--- src/rtl/oversample_filter.sv ---
// ---------------------------------------------------------------------------
// oversample_filter
//
// Decimating boxcar averager that sits between the ADC capture logic and
// pid_core. It sums 2^os consecutive valid samples and emits their mean as a
// single signed sample with a one-cycle valid strobe. os = 0 is pass-through.
// The ratio is staged on the frontpanel update handshake and only takes
// effect on a frame boundary, so a frame is never averaged with a mixed ratio.
//
// Build option: define OS_ROUND_EN to round the mean half toward +inf (with
// saturation to the positive full-scale value); otherwise the mean is the
// floor of the exact average (plain arithmetic shift).
//
// Ports:
//   clk_in          in   1       system clock
//   reset_in        in   1       asynchronous active-low reset
//   data_in         in   W_DATA  signed ADC sample
//   data_valid_in   in   1       sample strobe, back-to-back allowed
//   os_in           in   W_EP    requested log2 oversample ratio (unsigned)
//   update_en_in    in   1       enables update_in
//   update_in       in   1       request to latch os_in
//   clear_in        in   1       synchronous discard of the partial frame
//   data_out        out  W_DATA  signed averaged sample (held between strobes)
//   data_valid_out  out  1       one-cycle strobe marking a new data_out
// ---------------------------------------------------------------------------
module oversample_filter #(
  parameter int W_DATA  = 18,
  parameter int W_EP    = 16,
  parameter int MAX_OS  = 6,
  parameter int OS_INIT = 0
) (
  input  logic              clk_in,
  input  logic              reset_in,
  input  logic [W_DATA-1:0] data_in,
  input  logic              data_valid_in,
  input  logic [W_EP-1:0]   os_in,
  input  logic              update_en_in,
  input  logic              update_in,
  input  logic              clear_in,
  output logic [W_DATA-1:0] data_out,
  output logic              data_valid_out
);

  localparam int W_ACC = W_DATA + MAX_OS;
  localparam int W_OS  = $clog2(MAX_OS + 1);

  // Clamp the frontpanel request into the supported range.
  function automatic logic [W_OS-1:0] clamp_os(input logic [W_EP-1:0] req);
    if (req > W_EP'(MAX_OS)) return W_OS'(MAX_OS);
    else                     return req[W_OS-1:0];
  endfunction

  // Divide the frame sum by 2^sh. The sum of 2^sh in-range samples divided
  // by 2^sh is always in range, so truncation to W_DATA bits is lossless.
  function automatic logic signed [W_DATA-1:0] frame_mean(
    input logic signed [W_ACC-1:0] sum,
    input logic        [W_OS-1:0]  sh
  );
    logic signed [W_ACC-1:0] t;
`ifdef OS_ROUND_EN
    logic signed [W_ACC-1:0] pos_max;
    pos_max = $signed((W_ACC'(1) << (W_DATA - 1)) - W_ACC'(1));
    t = sum;
    if (sh != '0) t = sum + $signed(W_ACC'(1) << (sh - W_OS'(1)));
    t = t >>> sh;
    if (t > pos_max) t = pos_max;
`else
    t = sum >>> sh;
`endif
    return t[W_DATA-1:0];
  endfunction

  logic        [W_OS-1:0]   os_q, os_d;
  logic        [W_OS-1:0]   os_pend_q, os_pend_d;
  logic                     pend_q, pend_d;
  logic signed [W_ACC-1:0]  acc_q, acc_d;
  logic        [MAX_OS-1:0] cnt_q, cnt_d;
  logic signed [W_DATA-1:0] dout_q, dout_d;
  logic                     vld_q, vld_d;

  logic        [MAX_OS-1:0] last_idx;
  logic signed [W_ACC-1:0]  sample_ext;
  logic signed [W_ACC-1:0]  sum;
  logic                     frame_end;
  logic                     boundary;

  // last_idx = 2^os - 1, i.e. a mask of os low ones.
  always_comb begin
    last_idx = '0;
    for (int i = 0; i < MAX_OS; i++) begin
      if (i < int'(os_q)) last_idx[i] = 1'b1;
    end
  end

  assign sample_ext = {{MAX_OS{data_in[W_DATA-1]}}, data_in};
  assign sum        = acc_q + sample_ext;
  assign frame_end  = data_valid_in & ~clear_in & (cnt_q == last_idx);
  // A staged ratio may be applied on clear, on an idle cycle with no frame
  // in progress, or on the edge that closes the current frame.
  assign boundary   = clear_in | ((cnt_q == '0) & ~data_valid_in) | frame_end;

  always_comb begin
    os_d      = os_q;
    os_pend_d = os_pend_q;
    pend_d    = pend_q;
    acc_d     = acc_q;
    cnt_d     = cnt_q;
    dout_d    = dout_q;
    vld_d     = 1'b0;

    if (clear_in) begin
      acc_d = '0;
      cnt_d = '0;
    end else if (data_valid_in) begin
      if (frame_end) begin
        dout_d = frame_mean(sum, os_q);
        vld_d  = 1'b1;
        acc_d  = '0;
        cnt_d  = '0;
      end else begin
        acc_d = sum;
        cnt_d = cnt_q + MAX_OS'(1);
      end
    end

    if (boundary && pend_q) begin
      os_d   = os_pend_q;
      pend_d = 1'b0;
    end

    // A fresh request (re)stages the value even if an older one is applied
    // on this same edge.
    if (update_in && update_en_in) begin
      os_pend_d = clamp_os(os_in);
      pend_d    = 1'b1;
    end
  end

  always_ff @(posedge clk_in or negedge reset_in) begin
    if (!reset_in) begin
      os_q      <= W_OS'(OS_INIT);
      os_pend_q <= '0;
      pend_q    <= 1'b0;
      acc_q     <= '0;
      cnt_q     <= '0;
      dout_q    <= '0;
      vld_q     <= 1'b0;
    end else begin
      os_q      <= os_d;
      os_pend_q <= os_pend_d;
      pend_q    <= pend_d;
      acc_q     <= acc_d;
      cnt_q     <= cnt_d;
      dout_q    <= dout_d;
      vld_q     <= vld_d;
    end
  end

  assign data_out       = dout_q;
  assign data_valid_out = vld_q;

endmodule

--- config.mk ---
export PLATFORM = sky130hd
export DESIGN_NAME = oversample_filter
export DESIGN_NICKNAME = d
export VERILOG_FILES = /design/src/rtl/oversample_filter.sv
export SDC_FILE = /design/constraint.sdc
export NUM_CORES = 1
export LEC_CHECK = 0
export CORE_ASPECT_RATIO = 0.6
export CORE_MARGIN = 2
export CORE_UTILIZATION = 45
export CTS_BUF_LIST = sky130_fd_sc_hd__clkbuf_8
export DETAILED_ROUTE_END_ITERATION = 8
export PLACE_DENSITY = 0.67
export SETUP_SLACK_MARGIN = 0.1
export SYNTH_ARGS = -nofsm -noshare
export SYNTH_HDL_FRONTEND = slang
export SYNTH_SLANG_ARGS = --single-unit
--- constraint.sdc ---
create_clock -name clk_in -period 4.1 [get_ports clk_in]
set_clock_uncertainty 0.2 [all_clocks]
set_input_delay 0.82 -clock clk_in [delete_from_list [all_inputs] [get_ports clk_in]]
set_output_delay 0.82 -clock clk_in [all_outputs]
set_load 0.02 [all_outputs]
==> out/summary.txt <==
CTS tree = yes
Initial antenna violation count = 0
Diode count = 0
Wire length per cell = 18.40 um
Type of the most critical hold path = flop to flop
RSZ-0062 raised after global routing = false
Finished Layout Cells = 767
DRC Markers = 0
Tmin final = 3.823 ns
Delay-heaviest family, CP = compound AO/OA/AOI/OAI gates
Switching Fraction = 44.20%
Max Cap Violations = 0
Clk_lat worst skew = 0.32 ns
Worst EP arrival = 3.86 ns
Final WL = 14120 um
Max stage delay on crit path = 0.46 ns
Grt total ovfl = 0
Starting density of the core = 47.15%
TritonCTS Buffers = 5
Leak pwr = 0.002416 uW
Post-route worst setup slack = 0.2771 ns
Post-synth cell types = 75
Slowest cell on crit path = clkdlybuf4s50_1
Synth top area share = 29.66%
Mapped Area = 0.004725 mm2
GRT Util Overall = 25.59%
Hold Path Sink = acc_q[17]$_DFFE_PN0P_
Largest net degree at the start of global routing = 33
Internal = 1479 uW
Register area share after synthesis = 29.66%
Critical path class = input port to flop
Clock root buffer = clkbuf_8
Postcts setup bufs = 0
Post-DP HPWL = 10950 um
CTS Sinks = 56
Height of the die = 83.37 um
Vias = 4673
Crit path max fanout = 6
Slew margin rel. = 43.38%
Layout cell share with drive strength beyond 1 = 11.55%
Hold_buf cts = 0
Clk buf depth = 2
Clock share of power = 12.0%
Synth Net Count = 634
Status = finished, final reports clean
Detailed Route Iter0 Violations = 368
Critical-path cell list = clkdlybuf4s50_1, ha_1, inv_1, fa_1, nand2b_1, a21o_1, a21o_1, a31oi_1, buf_4, nor2_1, a2111oi_2, o21ai_1, o221ai_1
Worst Setup Start Kind = input port
Synth area leader = dfrtp_1
Antenna violation net count after detailed routing = 0
Fmax = 261.6 MHz
Synth async-reset ratio = 100.0%
Die W = 136.3 um
Synth area leaders = dfrtp_1 30%, ha_1 6.6%, a21oi_1 5.6%
Fin nets = 697
Final setup viols = 0
Pins Over Slew Limit = 0
Post-synth EDFFs = 0
Vias in the first global route = 4414
Die area = 0.01136 mm2
Syn avg cell area = 8.318 um2
Worst r2r dst = data_out[14]$_DFFE_PN0P_
Cells after synthesis = 568
Cell with the most instances after synthesis = nand2_1
Core area = 0.01002 mm2
P_sw = 1171 uW
R2R cell count = 9
Final Instance Area = 0.005672 mm2
First-pass GRT wire length = 23140 um
Seq cells post-synth = 56
Hold path depth = 2
Setup TNS = 0 ns
Row cnt = 28
Clk slew on worst S/H paths = 0.11 ns
Crit path from = data_in[0]
IO Count = 59
Final Hold Vio Count = 0
Sequential share of power = 29.8%
Worst Setup End Kind = flop
Most frequent cell on the critical path = a21o_1
Final cycle utilization of the critical path = 93.24%
GP Congestion = 0.9253
Slew @ Worst Pin = 0.8492 ns
Combinational Power Share = 58.2%
Post-DP Area = 0.005583 mm2
Critical Path RT = 4.14 ns
Hold path startpoint = acc_q[17]$_DFFE_PN0P_
Top FF cell, synth = dfrtp_1
Final Core Density = 56.61%
VDD IR-drop max = 0.3108 mV
Synth warn = 0
R2R Path Start = os_q[1]$_DFFE_PN0P_
I/O Buffers = 58
DP Cell Count = 759
Worst Path Buf+Inv = 3
Pwr dens = 467.2 mW/mm2
Post-CTS resize count = 0
Vias per cell = 6.093
R2R setup slack = 0.80 ns
Most frequent cells after synthesis = 64 x nand2_1, 56 x dfrtp_1, 53 x a21oi_1, 44 x nor2_1, 36 x o21ai_0
H-tree lvl count = 2
Area Growth Syn to Fin = 20.05%
Dpl ws = -0.04980 ns
Pre-antenna DRT Iters = 5
-- cell families after synthesis --
family,synth area share (%)
simple gates,17.80
buf+inv,5.137
flops,29.66
mux,3.734
xor+xnor,3.681
compound gates,32.95
fa+ha+maj,7.045
-- state kept, by name, indices dropped and copies added (netlist names) --
name,count
pend_q,1
os_q,3
os_pend_q,3
data_out,18
cnt_q,6
acc_q,24
data_valid_out,1
-- cell type report --
cell class	instances	area (um2)
repair buffers	94	845.8
multi-input cells	455	3095
fillers	916	4348
clock buffers	5	68.82
well taps	135	168.9
inverters	19	71.32
flip-flops and latches	56	1401
clock inverters	3	20.02
-- power by group through the flow --
stage	clock, uW	sequential (uW)	combinational (uW)
detailed placement	0	798	1520
floorplan	0	868	893
CTS	333	789	1530
global route	353	808	1680
finish	317	789	1540
global placement	0	795	1510
-- per-stage QoR --
stage          hold WS [ns]  total power [uW]
2_1_floorplan        0.2502              1761
3_3_place_gp         0.2639              2303
3_5_place_dp         0.2750              2322
4_1_cts              0.2992              2653
5_1_grt              0.3203              2837
6_report             0.2958              2650
-- per-layer routing --
layer  track usage [%]  share of wire [%]  wire length [um]  up-vias
met4             3.693               0.60                85        0
met1             38.78                 49              6900     2238
li1                  -                  -                 -     2246
met2             38.28                 43              6065      179
met5                 0                  0                 0        -
met3             4.945                7.6              1066       10
-- worst max-delay path by stage --
stage	end	slack, ns	cells after the start
floorplan	data_out[15]$_DFFE_PN0P_	0.63	11
global placement	data_out[15]$_DFFE_PN0P_	0.06	12
detailed placement	data_out[16]$_DFFE_PN0P_	-0.05	13
CTS	data_out[16]$_DFFE_PN0P_	0.28	13
global route	data_out[14]$_DFFE_PN0P_	0.12	13
finish	data_out[16]$_DFFE_PN0P_	0.28	13
-- layout by cell type (no fill, tap or decap), types with 17 or more instances in the layout --
| cell | Yosys | layout |
|---|---|---|
| nor3_1 | 17 | 17 |
| ha_1 | 25 | 25 |
| a21oi_1 | 53 | 53 |
| nor2_1 | 44 | 43 |
| buf_4 | 2 | 36 |
| inv_1 | 18 | 19 |
| a22o_1 | 18 | 18 |
| o21ai_0 | 36 | 36 |
| dfrtp_1 | 56 | 56 |
| clkdlybuf4s50_1 | 0 | 57 |
| nand2_1 | 64 | 64 |
-- worst register-to-register path: stages, from the launching register on --
cell       delay, ns
dfrtp_1         0.92
or2_1           0.33
nor3b_1         0.21
o21ai_0         0.16
a2111oi_4       0.50
buf_4           0.21
buf_4           0.25
o2111a_1        0.25
o41ai_1         0.09
o2bb2ai_1       0.12
Power figures use the tool's default switching activity.
